$ cat src/rtl/mem_access_unit.sv
// mem_access_unit
// Memory stage behind the execute/memory pipeline latch. Non-memory results
// pass straight to the writeback registers. Loads and stores run over a
// req/ack data bus with byte-lane steering, and loads are sign/zero extended.
// While an access is outstanding the upstream latch is held through stall.
//
// Ports
//   clk, reset                 rising-edge clock, async active-low reset
//   aluIn, aluToRegIn, rdIn    ALU result/byte address, reg-write flag, dest reg
//   memSizeIn, memOpIn         access size (B/H/W) and kind (none/lds/st/ldu)
//   rs2ValIn                   store data
//   memReq/We/Addr/Be/Wdata    registered bus request, held until memAck
//   memRdata, memAck           read data, and its one-cycle completion pulse
//   stall                      combinational hold for the upstream latch
//   wbVal, wbRd, wbEn          registered writeback triple, wbEn single-cycle
//   misalign                   single-cycle fault pulse
//
// state | meaning
// IDLE  | accepting ops from the latch; ALU results are written back here
// REQ   | bus request outstanding, waiting for memAck
module mem_access_unit (
    input  logic        clk,
    input  logic        reset,
    input  logic [31:0] aluIn,
    input  logic        aluToRegIn,
    input  logic [1:0]  memSizeIn,
    input  logic [1:0]  memOpIn,
    input  logic [4:0]  rdIn,
    input  logic [31:0] rs2ValIn,
    output logic        memReq,
    output logic        memWe,
    output logic [31:0] memAddr,
    output logic [3:0]  memBe,
    output logic [31:0] memWdata,
    input  logic [31:0] memRdata,
    input  logic        memAck,
    output logic        stall,
    output logic [31:0] wbVal,
    output logic [4:0]  wbRd,
    output logic        wbEn,
    output logic        misalign
);

    typedef enum logic [0:0] {IDLE, REQ} state_t;

    state_t      state_q, state_d;
    logic        memReq_q, memReq_d;
    logic        memWe_q, memWe_d;
    logic [31:0] memAddr_q, memAddr_d;
    logic [3:0]  memBe_q, memBe_d;
    logic [31:0] memWdata_q, memWdata_d;
    logic        uns_q, uns_d;
    logic [1:0]  size_q, size_d;
    logic [1:0]  off_q, off_d;
    logic [4:0]  rd_q, rd_d;
    logic [31:0] wbVal_q, wbVal_d;
    logic [4:0]  wbRd_q, wbRd_d;
    logic        wbEn_q, wbEn_d;
    logic        mis_q, mis_d;

    logic        access;
    logic        misaligned;
    logic [7:0]  ld_byte;
    logic [15:0] ld_half;
    logic [31:0] ld_val;

    assign access     = (memOpIn != 2'b00);
    assign misaligned = (memSizeIn == 2'b11) ||
                        (memSizeIn == 2'b01 && aluIn[0]) ||
                        (memSizeIn == 2'b10 && aluIn[1:0] != 2'b00);

    // Lane extraction works from the latched offset/size: the upstream
    // inputs are not trusted once the request is in flight.
    assign ld_byte = memRdata[{off_q, 3'b000} +: 8];
    assign ld_half = memRdata[{off_q[1], 4'b0000} +: 16];

    always_comb begin
        ld_val = memRdata;
        case (size_q)
            2'b00:   ld_val = uns_q ? {24'd0, ld_byte} : {{24{ld_byte[7]}}, ld_byte};
            2'b01:   ld_val = uns_q ? {16'd0, ld_half} : {{16{ld_half[15]}}, ld_half};
            default: ld_val = memRdata;
        endcase
    end

    assign stall = ((state_q == IDLE) && access && !misaligned) ||
                   ((state_q == REQ) && !memAck);

    always_comb begin
        state_d    = state_q;
        memReq_d   = memReq_q;
        memWe_d    = memWe_q;
        memAddr_d  = memAddr_q;
        memBe_d    = memBe_q;
        memWdata_d = memWdata_q;
        uns_d      = uns_q;
        size_d     = size_q;
        off_d      = off_q;
        rd_d       = rd_q;
        wbVal_d    = wbVal_q;
        wbRd_d     = wbRd_q;
        wbEn_d     = 1'b0;
        mis_d      = 1'b0;
        case (state_q)
            IDLE: begin
                if (!access) begin
                    wbVal_d = aluIn;
                    wbRd_d  = rdIn;
                    wbEn_d  = aluToRegIn && (rdIn != 5'd0);
                end else if (misaligned) begin
                    mis_d = 1'b1;
                end else begin
                    memReq_d  = 1'b1;
                    memWe_d   = (memOpIn == 2'b10);
                    memAddr_d = {aluIn[31:2], 2'b00};
                    uns_d     = (memOpIn == 2'b11);
                    size_d    = memSizeIn;
                    off_d     = aluIn[1:0];
                    rd_d      = rdIn;
                    case (memSizeIn)
                        2'b00: begin
                            memBe_d    = 4'b0001 << aluIn[1:0];
                            memWdata_d = {4{rs2ValIn[7:0]}};
                        end
                        2'b01: begin
                            memBe_d    = aluIn[1] ? 4'b1100 : 4'b0011;
                            memWdata_d = {2{rs2ValIn[15:0]}};
                        end
                        default: begin
                            memBe_d    = 4'b1111;
                            memWdata_d = rs2ValIn;
                        end
                    endcase
                    state_d = REQ;
                end
            end
            REQ: begin
                if (memAck) begin
                    memReq_d = 1'b0;
                    memWe_d  = 1'b0;
                    state_d  = IDLE;
                    if (!memWe_q) begin
                        wbVal_d = ld_val;
                        wbRd_d  = rd_q;
                        wbEn_d  = (rd_q != 5'd0);
                    end
                end
            end
            default: state_d = IDLE;
        endcase
    end

    always_ff @(posedge clk or negedge reset) begin
        if (!reset) begin
            state_q    <= IDLE;
            memReq_q   <= 1'b0;
            memWe_q    <= 1'b0;
            memAddr_q  <= 32'd0;
            memBe_q    <= 4'd0;
            memWdata_q <= 32'd0;
            uns_q      <= 1'b0;
            size_q     <= 2'b00;
            off_q      <= 2'b00;
            rd_q       <= 5'd0;
            wbVal_q    <= 32'd0;
            wbRd_q     <= 5'd0;
            wbEn_q     <= 1'b0;
            mis_q      <= 1'b0;
        end else begin
            state_q    <= state_d;
            memReq_q   <= memReq_d;
            memWe_q    <= memWe_d;
            memAddr_q  <= memAddr_d;
            memBe_q    <= memBe_d;
            memWdata_q <= memWdata_d;
            uns_q      <= uns_d;
            size_q     <= size_d;
            off_q      <= off_d;
            rd_q       <= rd_d;
            wbVal_q    <= wbVal_d;
            wbRd_q     <= wbRd_d;
            wbEn_q     <= wbEn_d;
            mis_q      <= mis_d;
        end
    end

    assign memReq   = memReq_q;
    assign memWe    = memWe_q;
    assign memAddr  = memAddr_q;
    assign memBe    = memBe_q;
    assign memWdata = memWdata_q;
    assign wbVal    = wbVal_q;
    assign wbRd     = wbRd_q;
    assign wbEn     = wbEn_q;
    assign misalign = mis_q;

endmodule

$ cat config.mk
export PLATFORM = sky130hd
export DESIGN_NAME = mem_access_unit
export DESIGN_NICKNAME = d
export VERILOG_FILES = /design/src/rtl/mem_access_unit.sv
export SDC_FILE = /design/constraint.sdc
export NUM_CORES = 1
export LEC_CHECK = 0
export CORE_MARGIN = 10
export CORE_UTILIZATION = 60
export DETAILED_ROUTE_END_ITERATION = 16
export DONT_BUFFER_PORTS = 1
export PLACE_DENSITY = 0.76
export SYNTH_ARGS = -nofsm -noshare
export SYNTH_HDL_FRONTEND = slang
export SYNTH_SLANG_ARGS = --single-unit
$ cat constraint.sdc
create_clock -name clk -period 5.4 [get_ports clk]
set_clock_uncertainty 0.2 [all_clocks]
set_input_delay 0.81 -clock clk [delete_from_list [all_inputs] [get_ports clk]]
set_output_delay 0.81 -clock clk [all_outputs]
set_load 0.02 [all_outputs]
* After elaboration in Yosys (flattened, before gate mapping)
Cells that the tools add are included.
** Word-level totals
- Bits in registers :: 118
- Input port bits :: 109
- Output and inout port bits :: 110
- Word-level logic and storage cells :: 82
** Cells by class
- Equal/unequal tests :: 11
- Shift operators :: 3
- Multiplexer cells :: 32
- Bitwise operators :: 2
- Reductions and logical operators :: 20
** Operators with widths (number)
- 32-bit one-hot mux with 2 select lines :: 3
- 32-bit 2-to-1 mux :: 5
- 32-bit by 6-bit variable part select with 16-bit output :: 1
- 32-bit by 6-bit variable part select with 8-bit output :: 1
- 5-bit 2-to-1 mux :: 3
- 1-bit 2-to-1 mux :: 14
- 2-bit inequality test, second input constant :: 5
- 5-bit one-hot mux with 2 select lines :: 1
- 5-bit nonzero test :: 2
- 3-bit AND reduction :: 3
- 2-bit equality test, second input constant :: 4
- 1-bit one-hot mux with 2 select lines :: 4
- 4-bit one-hot mux with 2 select lines :: 1
- 1-bit logical AND :: 6
- 2-bit by 1-bit equality test with 1-bit output, second input constant :: 2
- 2-bit zero test :: 2
- 4-bit 2-to-1 mux :: 1
- 2-bit nonzero test :: 2
- 1-bit by 2-bit left shift with 4-bit output, first input constant :: 1
- 1-bit logical OR :: 3
- 1-bit zero test :: 2
- 1-bit inverter :: 2

* Logic depth before layout (Yosys ltp)
- Word-level depth :: 7
- Depth in mapped cells :: 8
- Depth with buffers taken out :: 4

* Worst setup path after synthesis
Ideal clock, no wire load.
- Path kind :: input -> output
- Start point :: input memSizeIn[0]
- End point :: output stall
- Arrival time :: 1.980 ns
- Required time :: 4.390 ns
- Setup slack :: 2.410 ns
- Stages :: 7
- Buffers on the path :: 4
- Path through :: buf_2 > nor3_2 > o21bai_1 > buf_6 > buf_6 > buf_6 > o21ai_0
** On the way
- Cells in the longest elaborated chain, start to end :: 7
- Elaborated cells between the ends (all ways) :: 10
- Classes of those cells :: eq/ne: 3; reduce/logical: 7
** Ends and longest elaborated chain
- start: declaration :: line 26 : input logic [1:0] memSizeIn,
- 2-bit by 1-bit equality test with 1-bit output :: line 69 : (memSizeIn == 2'b01 && aluIn[0]) ||
- 1-bit logical AND :: line 69
- 1-bit logical OR :: line 68 : assign misaligned = (memSizeIn == 2'b11) ||
- 1-bit logical OR (*) :: line 69
- 1-bit zero test (*) :: line 86 : assign stall = ((state_q == IDLE) && access && !misaligned) ||
- 1-bit logical AND (*) :: line 86
- 1-bit logical OR (*) :: line 86
- end: declaration :: line 37 : output logic stall,
Every way passes the cells marked *; elsewhere a longest branch is shown, timed or not.

* Worst setup path after layout
- Start point :: register state_q
- End point :: output stall
** On the way
- Cells in the longest elaborated chain, start to end :: 4
- Elaborated cells between the ends (all ways) :: 5
- Classes of those cells :: bitwise: 1; reduce/logical: 4
** Ends and longest elaborated chain
- start: declaration :: line 46 : state_t state_q, state_d;
- start signal: assignment :: line 170 : state_q <= state_d;
- 1-bit inverter (no source line)
- 1-bit logical AND (2 in a row) :: line 86
- 1-bit logical OR (*) :: line 86
Marks and branches as above.

==> run summary <==
==========================================================================================
Antenna Cells                                                                            0
Register area share after synthesis                                                  50.1%
Unrepaired setup endpoints after global routing                                      false
Final clock period utilization by the worst path                                     61.3%
Total die area                                                                 14200 sq um
Final weighted congestion in routability-driven placement                            0.894
Area of the core region                                                         9680 sq um
Reported leakage power                                                             2.95 nW
Post-synth top flop                                                                dfrtp_1
Half-perimeter wire length after placement                                         12.2 mm
Critical-path cell list                                                       buf_4 -> inv_2 -> o21ai_0
Kind of path behind the tightest hold check                                       in2async
First-pass GRT wire length                                                         26.2 mm
Headroom to the max-slew limit                                                       26.6%
Top cell type's share of synthesized area                                            50.1%
Pins Over Slew Limit                                                                     0
Level count of the clock H-tree                                                          4
Per-instance average area after synthesis                                       10.7 sq um
Number of synthesized register bits                                                    118
Clock latency on the worst-skew pair                                               0.51 ns
Count of warnings emitted by yosys                                                       0
Maximum ir drop on the vdd rail                                                   0.229 mV
Syn Std Cell Area                                                               5900 sq um
Master cell of the clock root buffer                                              clkbuf_8
Worst Path Required                                                                4.39 ns
Startpoint types                                                                 flip-flop
Gr usage total                                                                       23.2%
Final period demand of the worst path                                              3.31 ns
Top post-synthesis cells by area                                              dfrtp_1, mux2_4, mux2i_1
Maximum number of pins on one net before global-route repair                           119
Final setup slack of the worst path                                                2.09 ns
Count of cells resized by post-cts repair                                                0
Initial antenna violation count                                                          0
Routed len/inst                                                               24.6 microns
Ratio of cells with drive above 1 in the final layout                                18.3%
Async S/R FF share, synth                                                             100%
Iteration-0 DRC count of the detailed router                                           360
Utilization after layout                                                             67.2%
# Max-Cap Violations                                                                     0
Number of ports placed on the die boundary                                             219
Number of detailed-route iterations in the first pass                                    8
Die H                                                                          119 microns
Number of hold violations in the final report                                            0
Maximum clock frequency                                                            302 MHz
Cells after Synth                                                                      549
Nets                                                                                   641
Final setup violation count                                                              0
Power per standard cell area                                                   553 nW/um^2
Number of vias after detailed routing                                                 4291
Clock edge transition at the registers on the reported setup and hold paths        0.06 ns
Number of buffers on the longest clock path                                              2
Crit path kind                                                                     reg2out
Number of port buffers                                                                   0
TritonCTS clock tree                                                                 built
Initial Utilization                                                                  60.9%
Via count of the first global-routing pass                                            4418
Hold Worst Slack                                                                 0.0347 ns
DRC violation count after routing                                                        0
Data arrival, critical path                                                        2.30 ns
Aggregate negative setup slack                                                        0 ns
DRT antenna net count                                                                    0
Post-Place Setup Slack                                                             2.27 ns
Number of distinct standard cells referenced by the synthesized netlist                 45
Run status                                                                       completed
Layout overhead on the synthesized area                                              10.4%
Most numerous cell in the Yosys netlist                                            dfrtp_1
Die span in x                                                                  119 microns
Largest fanout of any net on the critical path                                          40
Drt total wl                                                                       16.7 mm
Post-synth top area cell                                                           dfrtp_1
Least-Margin Pin Slew                                                              1.10 ns
Number of core rows                                                                     36
Number of buffers added by the clock tree synthesis step                                17
Biggest cell delay along the critical path                                         0.74 ns
Sum of overflow across all layers after global routing                                   0
Vias/cell                                                                             6.33
CTS Sinks                                                                              118
Post-synth top cells                                                          dfrtp_1, nand2_1, o21ai_0
Number of enable flip-flop cells after synthesis                                         0
Critical Path Slowest Stage Cell                                                   o21ai_0
CP Capture Type                                                                 output pin
==========================================================================================
## cells by family after synthesis
| logic type | share of synthesized area, % |
|---|---|
| flops | 50.1 |
| other cells | 0.0636 |
| xor+xnor | 0.149 |
| compound gates | 15.7 |
| mux | 18.5 |
| buf+inv | 5.09 |
| simple gates | 10.4 |
## area by class of cell
class,instances,area (sq um)
Fill cell,735,3170
Sequential cell,118,2950
Multi-Input combinational cell,375,2680
Clock buffer,18,428
Clock inverter,14,178
Tap cell,133,166
Inverter,16,60.1
Timing Repair Buffer,4,50.0
## state kept, by name, summed over array words and instances (netlist names)
name / flops
wbVal: 32
wbRd: 5
memAddr: 30
wbEn: 1
off_q: 2
size_q: 2
state_q: 1
memWe: 1
memWdata: 32
rd_q: 5
memBe: 4
memReq: 1
misalign: 1
uns_q: 1
## through the flow
stage | total power [mW] | std cells | area, sq um
floorplan | 2.28 | 550 | 5900
global placement | 2.43 | 645 | 5880
detailed placement | 2.47 | 645 | 5880
CTS | 3.63 | 678 | 6510
global route | 3.78 | 678 | 6510
finish | 3.60 | 678 | 6510
## worst paths after layout
check / slack [ns] / cells past startpoint / end / start
worst max register to register: 2.55 / 5 / wbVal[31]$_DFFE_PN0P_ / state_q$_DFF_PN0_
worst min-delay path: 0.03 / 1 / wbVal[6]$_DFFE_PN0P_ / reset
worst max-delay path: 2.09 / 3 / stall / state_q$_DFF_PN0_
min in group clk: 0.22 / 1 / state_q$_DFF_PN0_ / memAck
worst min register to register: 0.33 / 2 / uns_q$_DFFE_PN0P_ / uns_q$_DFFE_PN0P_
max in group asynchronous: 4.49 / 1 / memAddr[28]$_DFFE_PN0P_ / reset
## critical path: cells and delay by family, from the launching register on
family / cells / cell delay [ns]
AO/OA/AOI/OAI: 1 / 0.74
flip-flops: 1 / 0.35
buffers and inverters: 2 / 0.69
## placed cells by master, fill, tap and decap left out, types with 2 or more instances in the layout
cell / netlist / layout
a211oi_1: 17 / 17
o21ai_1: 7 / 7
clkbuf_8: 0 / 2
inv_1: 15 / 15
or4_1: 2 / 2
clkinv_4: 0 / 5
nand2_1: 68 / 68
bufinv_16: 0 / 3
clkbuf_16: 0 / 16
mux2i_1: 32 / 32
clkinvlp_4: 0 / 4
nand2b_1: 5 / 5
a21o_1: 2 / 2
a221oi_1: 4 / 4
o21ai_0: 53 / 53
nor2_1: 43 / 43
a22oi_1: 3 / 3
mux2_2: 6 / 6
o22ai_1: 8 / 8
a21oi_1: 23 / 23
conb_1: 1 / 2
nor3_1: 19 / 19
o21a_1: 2 / 2
buf_4: 2 / 3
nor4_1: 2 / 2
a221o_1: 10 / 10
dfrtp_1: 118 / 118
nor3b_1: 2 / 2
a31oi_1: 2 / 2
mux2_4: 47 / 47
## layer usage
metal	track usage, %	part of all wire, %	vias up
met1	25.9	36	2115
li1	-	-	1918
met2	37.1	48	229
met4	7.86	2.2	0
met5	0	0	-
met3	12.5	13	29
## power by group
group          switching, mW  leakage (nW)  internal, mW
Clock                  0.411         0.284         0.718
Sequential             0.630          1.40          1.17
Combinational          0.323          1.27         0.346
## timing repair
action,CTS,global route
setup buffers,0,0
endpoints found under the hold margin,118,0
hold buffers,1,0
No activity file was read; power rests on OpenSTA's default activity.
